<file path="config.mk">
export PLATFORM = sky130hd
export DESIGN_NAME = multi_btn_debounce
export DESIGN_NICKNAME = d
export VERILOG_FILES = /design/src/rtl/multi_btn_debounce.sv
export SDC_FILE = /design/constraint.sdc
export NUM_CORES = 1
export LEC_CHECK = 0
export ABC_AREA = 1
export CAP_MARGIN = 20
export CELL_PAD_IN_SITES_DETAIL_PLACEMENT = 1
export CELL_PAD_IN_SITES_GLOBAL_PLACEMENT = 1
export CORE_AREA = 3 3 95 97
export DETAILED_ROUTE_END_ITERATION = 7
export DIE_AREA = 0 0 98 100
export GPL_TIMING_DRIVEN = 0
export HOLD_SLACK_MARGIN = 0.15
export PLACE_DENSITY = 0.72
export RECOVER_POWER = 50
export SLEW_MARGIN = 5
export SYNTH_ARGS = -nofsm -noshare
export SYNTH_HDL_FRONTEND = slang
export SYNTH_SLANG_ARGS = --single-unit
</file>
<file path="constraint.sdc">
create_clock -name clk -period 1.43 [get_ports clk]
set_input_delay 0.143 -clock clk [delete_from_list [all_inputs] [get_ports clk]]
set_output_delay 0.143 -clock clk [all_outputs]
set_load 0.02 [all_outputs]
</file>
<file path="src/rtl/multi_btn_debounce.sv">
// N-channel push-button debouncer with a shared sample-tick prescaler.
// Each channel produces a clean level, press/release pulses and an optional auto-repeat train.
module multi_btn_debounce #(
    parameter int unsigned N_CH         = 5,
    parameter int unsigned TICK_DIV     = 100000,
    parameter int unsigned STABLE_TICKS = 10,
    parameter int unsigned REPEAT_EN    = 0,
    parameter int unsigned REPEAT_DELAY = 500,
    parameter int unsigned REPEAT_RATE  = 100
) (
    input  logic            clk,
    input  logic            rst_n,
    input  logic [N_CH-1:0] btn_in,
    output logic [N_CH-1:0] btn_status,
    output logic [N_CH-1:0] btn_press,
    output logic [N_CH-1:0] btn_release,
    output logic [N_CH-1:0] btn_repeat,
    output logic            tick
);
    localparam int unsigned PW     = (TICK_DIV > 1) ? $clog2(TICK_DIV) : 1;
    localparam int unsigned CW     = $clog2(STABLE_TICKS + 1);
    localparam int unsigned RMAX   = (REPEAT_DELAY > REPEAT_RATE) ? REPEAT_DELAY : REPEAT_RATE;
    localparam int unsigned RW     = (RMAX > 1) ? $clog2(RMAX) : 1;
    localparam bit          REP_ON = (REPEAT_EN != 0);

    typedef enum logic [1:0] {
        R_IDLE  = 2'd0,
        R_DELAY = 2'd1,
        R_RATE  = 2'd2
    } rep_state_e;

    logic [PW-1:0]   div_q;
    logic [PW-1:0]   div_d;
    logic [N_CH-1:0] meta_q;
    logic [N_CH-1:0] sync_q;

    // Shared prescaler; tick is registered so it is high while div_q == TICK_DIV-1
    always_comb begin
        div_d = div_q + PW'(1);
        if (div_q == PW'(TICK_DIV - 1)) begin
            div_d = '0;
        end
    end

    always_ff @(posedge clk or negedge rst_n) begin
        if (!rst_n) begin
            div_q  <= '0;
            tick   <= 1'b0;
            meta_q <= '0;
            sync_q <= '0;
        end else begin
            div_q  <= div_d;
            tick   <= (div_d == PW'(TICK_DIV - 1));
            meta_q <= btn_in;
            sync_q <= meta_q;
        end
    end

    for (genvar i = 0; i < N_CH; i++) begin : g_ch
        logic [CW-1:0] cnt_q;
        logic [CW-1:0] cnt_d;
        logic          status_q;
        logic          status_d;
        logic          press_q;
        logic          release_q;
        logic          rise_c;
        logic          fall_c;
        rep_state_e    st_q;
        rep_state_e    st_d;
        logic [RW-1:0] rcnt_q;
        logic [RW-1:0] rcnt_d;
        logic          rep_q;
        logic          rep_d;

        // Stability qualification: any tick that agrees with the current level restarts the count
        always_comb begin
            cnt_d    = cnt_q;
            status_d = status_q;
            if (tick) begin
                if (sync_q[i] == status_q) begin
                    cnt_d = '0;
                end else if (cnt_q == CW'(STABLE_TICKS - 1)) begin
                    cnt_d    = '0;
                    status_d = ~status_q;
                end else begin
                    cnt_d = cnt_q + CW'(1);
                end
            end
        end

        assign rise_c = status_d & ~status_q;
        assign fall_c = ~status_d & status_q;

        // Auto-repeat next-state; a falling level always wins so no pulse accompanies release
        always_comb begin
            st_d   = st_q;
            rcnt_d = rcnt_q;
            rep_d  = 1'b0;
            if (fall_c) begin
                st_d   = R_IDLE;
                rcnt_d = '0;
            end else begin
                case (st_q)
                    R_IDLE: begin
                        if (rise_c) begin
                            st_d   = R_DELAY;
                            rcnt_d = '0;
                        end
                    end
                    R_DELAY: begin
                        if (tick) begin
                            if (rcnt_q == RW'(REPEAT_DELAY - 1)) begin
                                rep_d  = REP_ON;
                                rcnt_d = '0;
                                st_d   = R_RATE;
                            end else if (rcnt_q != {RW{1'b1}}) begin
                                rcnt_d = rcnt_q + RW'(1);
                            end
                        end
                    end
                    R_RATE: begin
                        if (tick) begin
                            if (rcnt_q == RW'(REPEAT_RATE - 1)) begin
                                rep_d  = REP_ON;
                                rcnt_d = '0;
                            end else if (rcnt_q != {RW{1'b1}}) begin
                                rcnt_d = rcnt_q + RW'(1);
                            end
                        end
                    end
                    default: begin
                        st_d   = R_IDLE;
                        rcnt_d = '0;
                    end
                endcase
            end
        end

        always_ff @(posedge clk or negedge rst_n) begin
            if (!rst_n) begin
                cnt_q     <= '0;
                status_q  <= 1'b0;
                press_q   <= 1'b0;
                release_q <= 1'b0;
                st_q      <= R_IDLE;
                rcnt_q    <= '0;
                rep_q     <= 1'b0;
            end else begin
                cnt_q     <= cnt_d;
                status_q  <= status_d;
                press_q   <= rise_c;
                release_q <= fall_c;
                st_q      <= st_d;
                rcnt_q    <= rcnt_d;
                rep_q     <= rep_d;
            end
        end

        assign btn_status[i]  = status_q;
        assign btn_press[i]   = press_q;
        assign btn_release[i] = release_q;
        assign btn_repeat[i]  = rep_q;
    end

endmodule
</file>
# Word-level counts from Yosys, hierarchy flattened
# Index checks and enable logic that the tools add are counted.
# W data, S select, Z words.
dict set report op_classes {
  add_sub_neg 6
  n_eq_ne 12
  mux 26
  bitwise_logic 20
}
# cell count
set op_table {}
lappend op_table {{$mux W4} 10}
lappend op_table {{$eq A17 B17 Y1 const B} 2}
lappend op_table {{$add A4 B1 Y4 const B} 5}
lappend op_table {{$eq A4 B4 Y1 const B} 5}
lappend op_table {{$add A17 B1 Y17 const B} 1}
lappend op_table {{$mux W17} 1}
lappend op_table {{$mux W1} 15}
lappend op_table {{$and A1 B1 Y1} 10}
lappend op_table {{$not A1 Y1} 10}
lappend op_table {{$eq A1 B1 Y1} 5}
dict set report totals {
  word_cells 88
  reg_bits 63
}

# Longest topological paths before layout
dict set report logic_depth {
  ltp_word 6
  ltp_mapped 12
  ltp_nobuf 12
}

# Worst setup path after synthesis
# No wires, ideal clock.
dict set report synth_path {
  kind {register to register}
  startpoint {register div_q[0]}
  endpoint {register tick}
  period_less_slack_ns 1.366
  setup_slack_ns 0.064
  stages_incl_launch_ff 11
  t_arrival_ns 1.295
  path_cell_list {dfrtp_1 -> ha_1 -> nand3_2 -> inv_1 -> nand2_1 -> nand2_1 -> nand2_1 -> nand3_1 -> nor2_1 -> nand3_1 -> nor2_1}
}
dict set report synth_between {
  elab_chain_len 3
}
# item line_no
set synth_lines {}
lappend synth_lines {{start, declared} 32} ;# logic [PW-1:0] div_q;
lappend synth_lines {{start signal, assigned} 52} ;# div_q <= div_d;
lappend synth_lines {{$add A17 B1 Y17 or $eq A17 B17 Y1 (tied branches)} {39, 40}}
lappend synth_lines {{$mux W17 (*)} 40} ;# if (div_q == PW'(TICK_DIV - 1)) begin
lappend synth_lines {{$eq A17 B17 Y1 (*)} 53} ;# tick <= (div_d == PW'(TICK_DIV - 1));
lappend synth_lines {{end signal, assigned} 53}
lappend synth_lines {{end, declared} 18} ;# output logic tick
# Mark *: on every way between the ends. The rest lies on a longest branch, timed or not.
# A chain may end at the register's enable or synchronous reset.

# Final worst setup path
dict set report layout_path {
  startpoint {register div_q[1]}
  endpoint {register tick}
}
# Same word-level chain as after synthesis.

==> results.md <==
* CTS Buf Count at 9
* Layout cell share with drive strength beyond 1 at 19.6%
* Final WL at 6590 um
* Root Buffer Master: clkbuf_8
* Most common cell after layout, fill and taps aside: nand2_1
* Avg Inst Size Synth at 8.43 um^2
* CTS tree: yes
* Asr flop ratio synth at 100%
* Cells on worst reg2reg path at 9
* Rows at 33
* Clock period minus final worst setup slack at 1.61 ns
* Die width at 98 um
* Gate Count Post-Synth at 375
* Worst Max-Slew Pin Slew at 0.860 ns
* Vias at 2425
* Fin Setup TNS at -0.185 ns
* Diodes inserted at 0
* Longest Clk Path Bufs at 2
* Largest net degree at the start of global routing at 64
* Final hold vios at 0
* Final HPWL DP at 4780 um
* Setup violators final at 1
* Synth cell types at 27
* Port Buffer Count at 22
* I/O pin total at 28
* Die height at 100 um
* Clock Sinks at 63
* Warnings, synthesis at 0
* Dpl cell area at 3520 um^2
* DRC viols at 0
* Pwr/cell area at 1010 nW/um^2
* Most used DFF post-synth: dfrtp_1
* Fin crit share at 113%
* Filler Cell Count at 976
* H-tree levels at 3
* Max-cap viol count at 0
* First-pass GRT wire length at 11600 um
* Setup CP Type: reg2reg
* Aggregate global routing overflow at 0
* Number of global-route vias before repair at 2583
* Final Power at 3960 uW
* Critical Path End Type: flop
* Initial core utilization at 38.5%
* Yosys reg bits at 63
* Antenna Nets Post-Route at 0
* Die Area at 9800 um^2
* P&R area growth vs syn at 24.4%
* Total track usage at 14.8%
* Critical Path RT at 1.70 ns
* VDD IR max at 0.512 mV
* Fin area at 3930 um^2
* Initial DRT Pass Iterations at 4
* Slew margin rel. at 42.6%
* Clk Latency, worst-skew pair at 0.34 ns
* Achievable Freq at 0.619 GHz
* Area of the core at 8220 um^2
* Clk_skew at 0.00902 ns
* WHS at 0.352 ns
* Tightest Hold Check Type: in2reg
* WP data arrival at 1.88 ns
* Antenna violations before repair at 0
* Hold Crit Depth at 1
* Setup slack after layout at -0.185 ns
* RSZ-0062 raised after global routing: true
* GPL Wtd Cong at 0.834
* Area of the multi-input gates at 1310 um^2
* Sequential share of the synthesized area at 49.9%
* Dpl ws at -0.326 ns
* Drt first-iter violations at 58
* Register Area at 1580 um^2
* Post-synth EDFFs at 0
* Status: complete, but fails checks
* Reg clk slew, reported paths at 0.07 ns
* Failing checks: negative setup slack
* Pleak at 0.00211 uW
* Vias per inst at 4.59
* Avg WL per Cell at 12.5 um
* Crit start category: flop
* Fin. max-slew vios at 0
* Nets at 436
* Commonest cells after routing, fill and taps aside: nand2_1 (67), dfrtp_1 (60), inv_1 (56)
* Worst-path fanout max at 5
* Post-Syn Area at 3160 um^2
cell usage after synthesis (6+ instances only):
| cell | count | area [um^2] |
|---|---|---|
| o21ai_0 | 15 | 75.1 |
| nand3_1 | 29 | 145 |
| nand2_2 | 6 | 37.5 |
| nor2_1 | 46 | 173 |
| inv_1 | 60 | 225 |
| xor2_1 | 8 | 70.1 |
| dfrtp_1 | 63 | 1580 |
| buf_4 | 20 | 150 |
| nand2_1 | 74 | 278 |
| ha_1 | 11 | 138 |
kinds of logic after synthesis:
logic type | synth area share, %
AO/OA/AOI/OAI | 6.10
other | 0.119
adder cells (fa/ha/maj) | 4.35
buffers and inverters | 12.3
XOR/XNOR | 3.33
AND/OR/NAND/NOR | 24.0
flip-flops | 49.9
report_power, final:
part           switching (uW)  internal, uW  leakage [uW]  total, uW
registers                6.13          1790      0.000838       1800
logic                    57.4          28.6       0.00114       86.0
clock network             736          1340      0.000130       2080
critical path: stages, from the launching register on:
cell and delay, ns:
dfrtp_1 0.41, ha_4 0.20, nand3_4 0.13, inv_4 0.09, nand2_4 0.05, o21bai_1 0.17
nand3_1 0.12, nor2_1 0.13, nand3_1 0.11, nor2_1 0.12
final timing paths:
| kind | startpoint | end | slack [ns] |
|---|---|---|---|
| worst max-delay path | div_q[1] | tick | -0.18 |
| worst min-delay path | btn_in[1] | meta_q[1] | 0.35 |
| worst max register to register | div_q[1] | tick | -0.18 |
| worst min register to register | meta_q[1] | sync_q[1] | 0.35 |
| max in group asynchronous | rst_n | tick | 0.34 |
| min in group asynchronous | rst_n | g_ch[0].release_q | 0.48 |
metal layers:
metal,up-vias,share of wire (%),GRT usage (%)
met4,0,0.91,4.79
li1,1226,-,-
met5,-,0,0
met1,1177,45,16.9
met2,17,52,27.2
met3,5,2.4,3.75
sequential cells by signal, indices dropped and copies added (netlist names):
register and count:
tick 1, g_ch.cnt_q 20, div_q 17, g_ch.status_q 5, meta_q 5, g_ch.press_q 5
g_ch.release_q 5, sync_q 5
what timing repair did:
item,CTS,global route
endpoints found under the hold margin,63,0
hold buffers,1,0
endpoints found under the setup margin,46,18
gates resized for setup,26,28
pin swaps,3,15
buffers inserted,1,4
cell type report:
| class | instances | share of cell area, % |
|---|---|---|
| Clock inverter | 7 | 3.69 |
| Inverter | 60 | 5.79 |
| Tap cell | 105 | 3.34 |
| Sequential cell | 63 | 40.2 |
| Clock buffer | 9 | 3.15 |
| Timing Repair Buffer | 28 | 6.24 |
| Multi-Input combinational cell | 233 | 33.3 |
| Buffer | 23 | 4.26 |
stage by stage:
step	util, %	instances
2_1_floorplan	-	379
3_3_place_gp	42.9	506
3_5_place_dp	42.9	506
4_1_cts	46.5	524
5_1_grt	47.8	528
6_report	47.8	528
No activity file was read; power rests on OpenSTA's default activity.
